===== src/rtl/rv_fetch_unit.sv =====
// Instruction fetch front end: one-outstanding req/ack fetcher feeding a small
// prefetch FIFO, drained by the core over valid/ready, with redirect/flush.
module rv_fetch_unit #(
    parameter logic [31:0] RESET_PC = 32'h0000_0000,
    parameter int          DEPTH    = 4
) (
    input  logic        CLK,
    input  logic        ResetPC,
    output logic        mem_req,
    output logic [31:0] mem_addr,
    input  logic        mem_ack,
    input  logic [31:0] mem_rdata,
    output logic        inst_valid,
    input  logic        inst_ready,
    output logic [31:0] Instruction,
    output logic [31:0] inst_pc,
    input  logic        redirect,
    input  logic [31:0] redirect_pc
);

    // state | meaning
    // IDLE  | no request outstanding; issue one when the FIFO has room
    // WAIT  | request outstanding; its ack data will be pushed
    // DROP  | request outstanding but stale after a redirect; ack data is discarded

    localparam int          PW  = $clog2(DEPTH);
    localparam int          CW  = PW + 1;
    localparam logic [31:0] NOP = 32'h0000_0013;

    typedef enum logic [1:0] {
        IDLE = 2'd0,
        WAIT = 2'd1,
        DROP = 2'd2
    } state_t;

    state_t          state_q, state_d;
    logic            req_q, req_d;
    logic [31:0]     addr_q, addr_d;
    logic [31:0]     fetch_pc_q, fetch_pc_d;
    logic [CW-1:0]   count_q, count_d;
    logic [PW-1:0]   rd_ptr_q, rd_ptr_d;
    logic [PW-1:0]   wr_ptr_q, wr_ptr_d;
    logic [31:0]     pc_hold_q;
    logic [31:0]     inst_mem [DEPTH];
    logic [31:0]     pc_mem   [DEPTH];

    logic            push;
    logic            pop;
    logic            space;
    logic [31:0]     redirect_pc_al;

    assign redirect_pc_al = redirect_pc & 32'hFFFF_FFFC;
    // In IDLE nothing is outstanding, so room in the FIFO alone guarantees the ack fits.
    assign space          = (count_q < CW'(DEPTH));
    assign pop            = inst_valid & inst_ready & ~redirect;

    always_comb begin
        state_d    = state_q;
        req_d      = req_q;
        addr_d     = addr_q;
        fetch_pc_d = fetch_pc_q;
        push       = 1'b0;
        case (state_q)
            IDLE: begin
                if (!redirect && space) begin
                    req_d   = 1'b1;
                    addr_d  = fetch_pc_q;
                    state_d = WAIT;
                end
            end
            WAIT: begin
                if (mem_ack) begin
                    req_d   = 1'b0;
                    state_d = IDLE;
                    if (!redirect) begin
                        push       = 1'b1;
                        fetch_pc_d = fetch_pc_q + 32'd4;
                    end
                end else if (redirect) begin
                    state_d = DROP;
                end
            end
            DROP: begin
                if (mem_ack) begin
                    req_d   = 1'b0;
                    state_d = IDLE;
                end
            end
            default: begin
                req_d   = 1'b0;
                state_d = IDLE;
            end
        endcase
        if (redirect) begin
            fetch_pc_d = redirect_pc_al;
        end
    end

    always_comb begin
        count_d  = count_q;
        rd_ptr_d = rd_ptr_q;
        wr_ptr_d = wr_ptr_q;
        if (redirect) begin
            count_d  = '0;
            rd_ptr_d = '0;
            wr_ptr_d = '0;
        end else begin
            if (push) begin
                wr_ptr_d = wr_ptr_q + PW'(1);
            end
            if (pop) begin
                rd_ptr_d = rd_ptr_q + PW'(1);
            end
            case ({push, pop})
                2'b10:   count_d = count_q + CW'(1);
                2'b01:   count_d = count_q - CW'(1);
                default: count_d = count_q;
            endcase
        end
    end

    always_ff @(posedge CLK) begin
        if (ResetPC) begin
            state_q    <= IDLE;
            req_q      <= 1'b0;
            addr_q     <= RESET_PC;
            fetch_pc_q <= RESET_PC;
            count_q    <= '0;
            rd_ptr_q   <= '0;
            wr_ptr_q   <= '0;
            pc_hold_q  <= '0;
        end else begin
            state_q    <= state_d;
            req_q      <= req_d;
            addr_q     <= addr_d;
            fetch_pc_q <= fetch_pc_d;
            count_q    <= count_d;
            rd_ptr_q   <= rd_ptr_d;
            wr_ptr_q   <= wr_ptr_d;
            pc_hold_q  <= inst_pc;
        end
    end

    always_ff @(posedge CLK) begin
        if (push && !ResetPC) begin
            inst_mem[wr_ptr_q] <= mem_rdata;
            pc_mem[wr_ptr_q]   <= fetch_pc_q;
        end
    end

    assign mem_req     = req_q;
    assign mem_addr    = addr_q;
    assign inst_valid  = (count_q != '0);
    // An empty FIFO shows a NOP but keeps the last PC the core saw.
    assign Instruction = inst_valid ? inst_mem[rd_ptr_q] : NOP;
    assign inst_pc     = inst_valid ? pc_mem[rd_ptr_q] : pc_hold_q;

endmodule


===== config.mk =====
export PLATFORM = sky130hd
export DESIGN_NAME = rv_fetch_unit
export DESIGN_NICKNAME = d
export VERILOG_FILES = /design/src/rtl/rv_fetch_unit.sv
export SDC_FILE = /design/constraint.sdc
export NUM_CORES = 1
export LEC_CHECK = 0
export ABC_CLOCK_PERIOD_IN_PS = 6400
export BUFFER_PORTS_ARGS = -buffer_cell sky130_fd_sc_hd__buf_2
export CAP_MARGIN = 10
export CORE_ASPECT_RATIO = 1.75
export CORE_UTILIZATION = 62
export CTS_BUF_LIST = sky130_fd_sc_hd__clkbuf_4 sky130_fd_sc_hd__clkbuf_8 sky130_fd_sc_hd__clkbuf_16
export DETAILED_ROUTE_END_ITERATION = 6
export PLACE_DENSITY_LB_ADDON = 0.12
export SYNTH_ARGS = -nofsm -noshare
export SYNTH_HDL_FRONTEND = slang
export SYNTH_SLANG_ARGS = --single-unit

===== constraint.sdc =====
create_clock -name CLK -period 6.4 [get_ports CLK]
set_input_delay 0.96 -clock CLK [delete_from_list [all_inputs] [get_ports CLK]]
set_output_delay 0.96 -clock CLK [all_outputs]
set_load 0.01 [all_outputs]

### Word-level counts from Yosys, hierarchy flattened

Memories as Yosys holds them, arrays and structs flattened. A register that Yosys moved wholly into a read port is not among the register bits.
Cells that the tools add are included.

| storage, ports and cells | value |
|---|---|
| bits in registers | 106 |
| RAM bits | 256 |
| input port bits | 69 |
| output and inout port bits | 98 |
| logic and storage cells | 67 |
| memories | 2 |

| cells by class | value |
|---|---|
| $add $sub $neg | 5 |
| magnitude comparators | 1 |
| eq/ne operators | 8 |
| muxes and demuxes | 23 |
| bitwise logic cells | 3 |
| reduce and logical (&&, ||, !) cells | 16 |

Memories:

| memory | words | width | rd ports | clocked after Yosys merged registers in | write ports | line | source |
|---|---|---|---|---|---|---|---|
| inst_mem | 4 | 32 | 1 | 1 | 1 | 44 | `logic [31:0] inst_mem [DEPTH];` |
| pc_mem | 4 | 32 | 1 | 1 | 1 | 45 | `logic [31:0] pc_mem [DEPTH];` |

Operators by type and width:

| kind | count |
|---|---|
| 2-to-1 mux 32 bit | 5 |
| adder 32 x 3 -> 32 bit, second input constant | 1 |
| 2-to-1 mux 2 bit | 8 |
| AND reduction 2 bit | 4 |
| 2-to-1 mux 1 bit | 7 |
| case mux 2 bit (3 select lines) | 1 |
| case mux 3 bit (2 select lines) | 1 |
| nonzero test 2 bit | 3 |
| adder 2 x 1 -> 2 bit, second input constant | 2 |
| equality test 2 x 1 -> 1 bit, second input constant | 2 |
| equality test 2 bit, second input constant | 2 |
| inequality test 2 bit, second input constant | 2 |
| OR reduction 2 bit | 2 |
| adder 3 x 1 -> 3 bit, second input constant | 1 |
| less-than comparator 3 bit, second input constant | 1 |
| inequality test 3 bit, second input constant | 1 |
| AND reduction 3 bit | 1 |
| nonzero test 3 bit | 1 |
| subtractor 3 x 1 -> 3 bit, second input constant | 1 |
| AND 1 bit | 2 |
| logical AND 1 bit | 2 |
| zero test 1 bit | 2 |
| zero test 2 bit | 1 |
| inequality test 2 x 1 -> 1 bit, second input constant | 1 |
| other kinds (2) | 2 |

### Longest topological paths before layout

| logic depth | value |
|---|---|
| depth after elaboration | 6 |
| depth in mapped cells | 11 |

### Least setup slack after synthesis

Ideal clock, no wire load.

| timing path | value |
|---|---|
| path kind | input -> register |
| start point | in redirect |
| end point | mem inst_mem[0][0], enable pin |
| library setup time | 0.427 ns |
| data arrival time | 3.291 ns |
| setup slack | 2.683 ns |
| cell stages on the path | 5 |
| buffers on the path | 2 |
| cells stage by stage | clkbuf_1 -> or2_2 -> clkbuf_1 -> nor2_1 -> and2_1 |

| between the ends | value |
|---|---|
| word-level cells in the longest chain between the ends | 6 |

Ends and longest elaborated chain:

| item | line | source |
|---|---|---|
| start: declaration | 17 | `input logic redirect,` |
| 2-to-1 mux 1 bit | 75 | `if (!redirect) begin` |
| 2-to-1 mux 1 bit | 72 | `if (mem_ack) begin` |
| 2-to-1 mux 1 bit | 63 | `case (state_q)` |
| logical AND 1 bit | 145 | `if (push && !ResetPC) begin` |
| 2-to-1 mux 1 bit | 145 |  |
| 2-to-1 mux 1 bit (not written as such) | 146 | `inst_mem[wr_ptr_q] <= mem_rdata;` |
| end: declaration | 44 |  |

Every way passes these cells.

==> flow_summary.ini <==
[run_status]
status = completed

[routing]
first_iter_violations = 498
drtAntennaViolNets = 0
routed_wl_um = 27600
viasPerCell = 5.74
vias = 7755
drc = 0
detail_route.wl_per_cell_um = 20.4
dr.pass1.iters = 5

[timing]
maxSlewHeadroom = 0.324
setup_tns_ps = 0
rsz0062_at_grt = no
period_share = 0.605
tightest_slew_ps = 1010
slew_viol_final = 0
fin_crit_ps = 3870
fin_skew_ps = 20.3
clock.fmax_mhz = 258
hold_viol = 0
setup_viol = 0

[clock_tree]
clk_path_buf_depth = 3
postCtsHoldBufs = 0
clk_latency_ps = 540
cts_inserted_buffers = 29
postCtsSetupBuffers = 0
cts_tree = built
clk_pin_slew_ps = 70
cts_sinks = 352
clockRootBuffer = clkbuf_16
postCtsResizedCells = 0
cts-htree-levels = 1

[grt]
grt_usage = 0.244
grt_pass1_vias = 7853
grt_max_degree = 62
grt_pass1_wl_um = 42000
overflow = 0
antenna_found_initial = 1

[job]
maxCapViolations = 0

[synth]
synth-main-ff-cell = edfxtp_1
synth_area_mm2 = 0.0138
yosysWarnings = 0
netlist_instances = 875
synthDistinctLibCells = 50
yosysSeqAreaShare = 0.688
avgSynthCellArea_um2 = 15.8
synth_edf_count = 248
ys_ff_latch = 352
synthArstFlopShare = 0

[worst_setup_path]
criticalPathCategory = reg2out
r2r-start = state_q[1]
r2r_cells = 6
cp_top_family = flip-flops
cpMaxStageDelayCell = dfxtp_4
critPathCaptureType = output port
path_max_fanout = 37
required_ps = 5440
critPathBufInv = 2
crit_chain = buf_4 > mux4_2 > and2_1 > buf_2
cp.depth = 4
arrival_ps = 2910
critPathMaxStageDelay_ps = 850
start_kind = flip-flop

[layout]
final_nets = 1111
area_delta_synth_final_pct = 15.1
final_util = 0.725
drive_gt1_frac = 0.328
stdcell_area_mm2 = 0.0159
final_common_cell = edfxtp_1
final_cell_mix = edfxtp_1 (248), buf_2 (162), dfxtp_1 (102)
stdcell_count = 1352

[placement]
port_buffers = 162
place_area_mm2 = 0.0149
hpwl_um = 16900
place.gp.congestion = 0.795
dp.cells = 1297

[die]
coreArea_mm2 = 0.0220
die_x_um = 115
die-area_mm2 = 0.0230
die_h_um = 200
start_util = 0.630
io_pins = 167
rows = 72

[worst_hold_path]
whs_path_depth = 2
hp-class = reg2reg
hold_start = mem_addr[20]

[power]
power.density_mw_per_mm2 = 290
power_mw = 4.62
ir_drop_mv = 0.232
power_leakage_nw = 5.75
==> routing by layer <==
layer	track usage	wire (um)
met1	0.289	10600
met2	0.452	15100
met3	0.0318	1240
met4	0.0832	673
met5	0	0
==> path summary, 6_finish.rpt <==
path / end / slack, ps
worst max-delay path: Instruction[6] / 2530
worst min-delay path: mem_addr[20] / 450
worst max register to register: inst_mem[0][22] / 3460
worst min register to register: mem_addr[20] / 450
==> logic make-up (layout without fill, tap and decap cells) <==
logic type / after synthesis / after routing / share of synthesized area
AO/OA/AOI/OAI: 74 / 74 / 0.0309
flip-flops: 352 / 352 / 0.688
buffers and inverters: 60 / 239 / 0.0218
adder cells (fa/ha/maj): 10 / 10 / 0.00958
other: 1 / 3 / 0.000271
AND/OR/NAND/NOR: 250 / 250 / 0.101
multiplexers: 94 / 94 / 0.127
XOR/XNOR: 34 / 34 / 0.0215
==> report_power, final <==
part / internal [mW] / switching, mW
combinational: 0.0666 / 0.103
clock: 1.15 / 0.781
sequential: 2.47 / 0.0426
total: 3.69 / 0.927
==> metrics by stage <==
stage,setup WS [ps],hold WS [ps]
6_report,2530,451
5_1_grt,2310,469
4_1_cts,2430,454
3_5_place_dp,2490,445
3_3_place_gp,2510,441
2_1_floorplan,2680,449
==> cell usage after synthesis (10+ instances only) <==
| master | count | area [um^2] |
|---|---|---|
| edfxtp_1 | 248 | 7450 |
| dfxtp_1 | 104 | 2080 |
| nand2_1 | 84 | 315 |
| mux4_2 | 62 | 1400 |
| a21oi_1 | 47 | 235 |
| nor2_1 | 38 | 143 |
| and2_1 | 37 | 231 |
| nor2b_1 | 33 | 206 |
| mux2_2 | 28 | 315 |
| clkbuf_1 | 26 | 97.6 |
| xor2_1 | 23 | 201 |
| a211oi_1 | 19 | 143 |
| inv_1 | 11 | 41.3 |
| xnor2_1 | 11 | 96.3 |
| nand4_1 | 10 | 62.6 |
==> worst min-delay path, stage by stage, from the launching register on <==
cell and delay [ps]:
dfxtp_1 310, nand2_1 50, a21oi_1 50
==> final cells by class <==
cell class / instances / area, um^2
antenna: 1 / 2.50
inverter: 13 / 48.8
fill: 1493 / 6050
clock inverter: 20 / 289
multi-input combinational: 464 / 4030
tap: 296 / 370
timing repair buffer: 172 / 886
sequential: 352 / 9530
clock buffer: 34 / 776
==> registers in the layout, summed over array words and instances (netlist names), named ones only <==
register and flops:
inst_mem 128, pc_mem 120, pc_hold_q 32, fetch_pc_q 30, mem_addr 30, count_q 3
rd_ptr_q 2, state_q 2, wr_ptr_q 2, mem_req 1
Power figures use the tool's default switching activity.
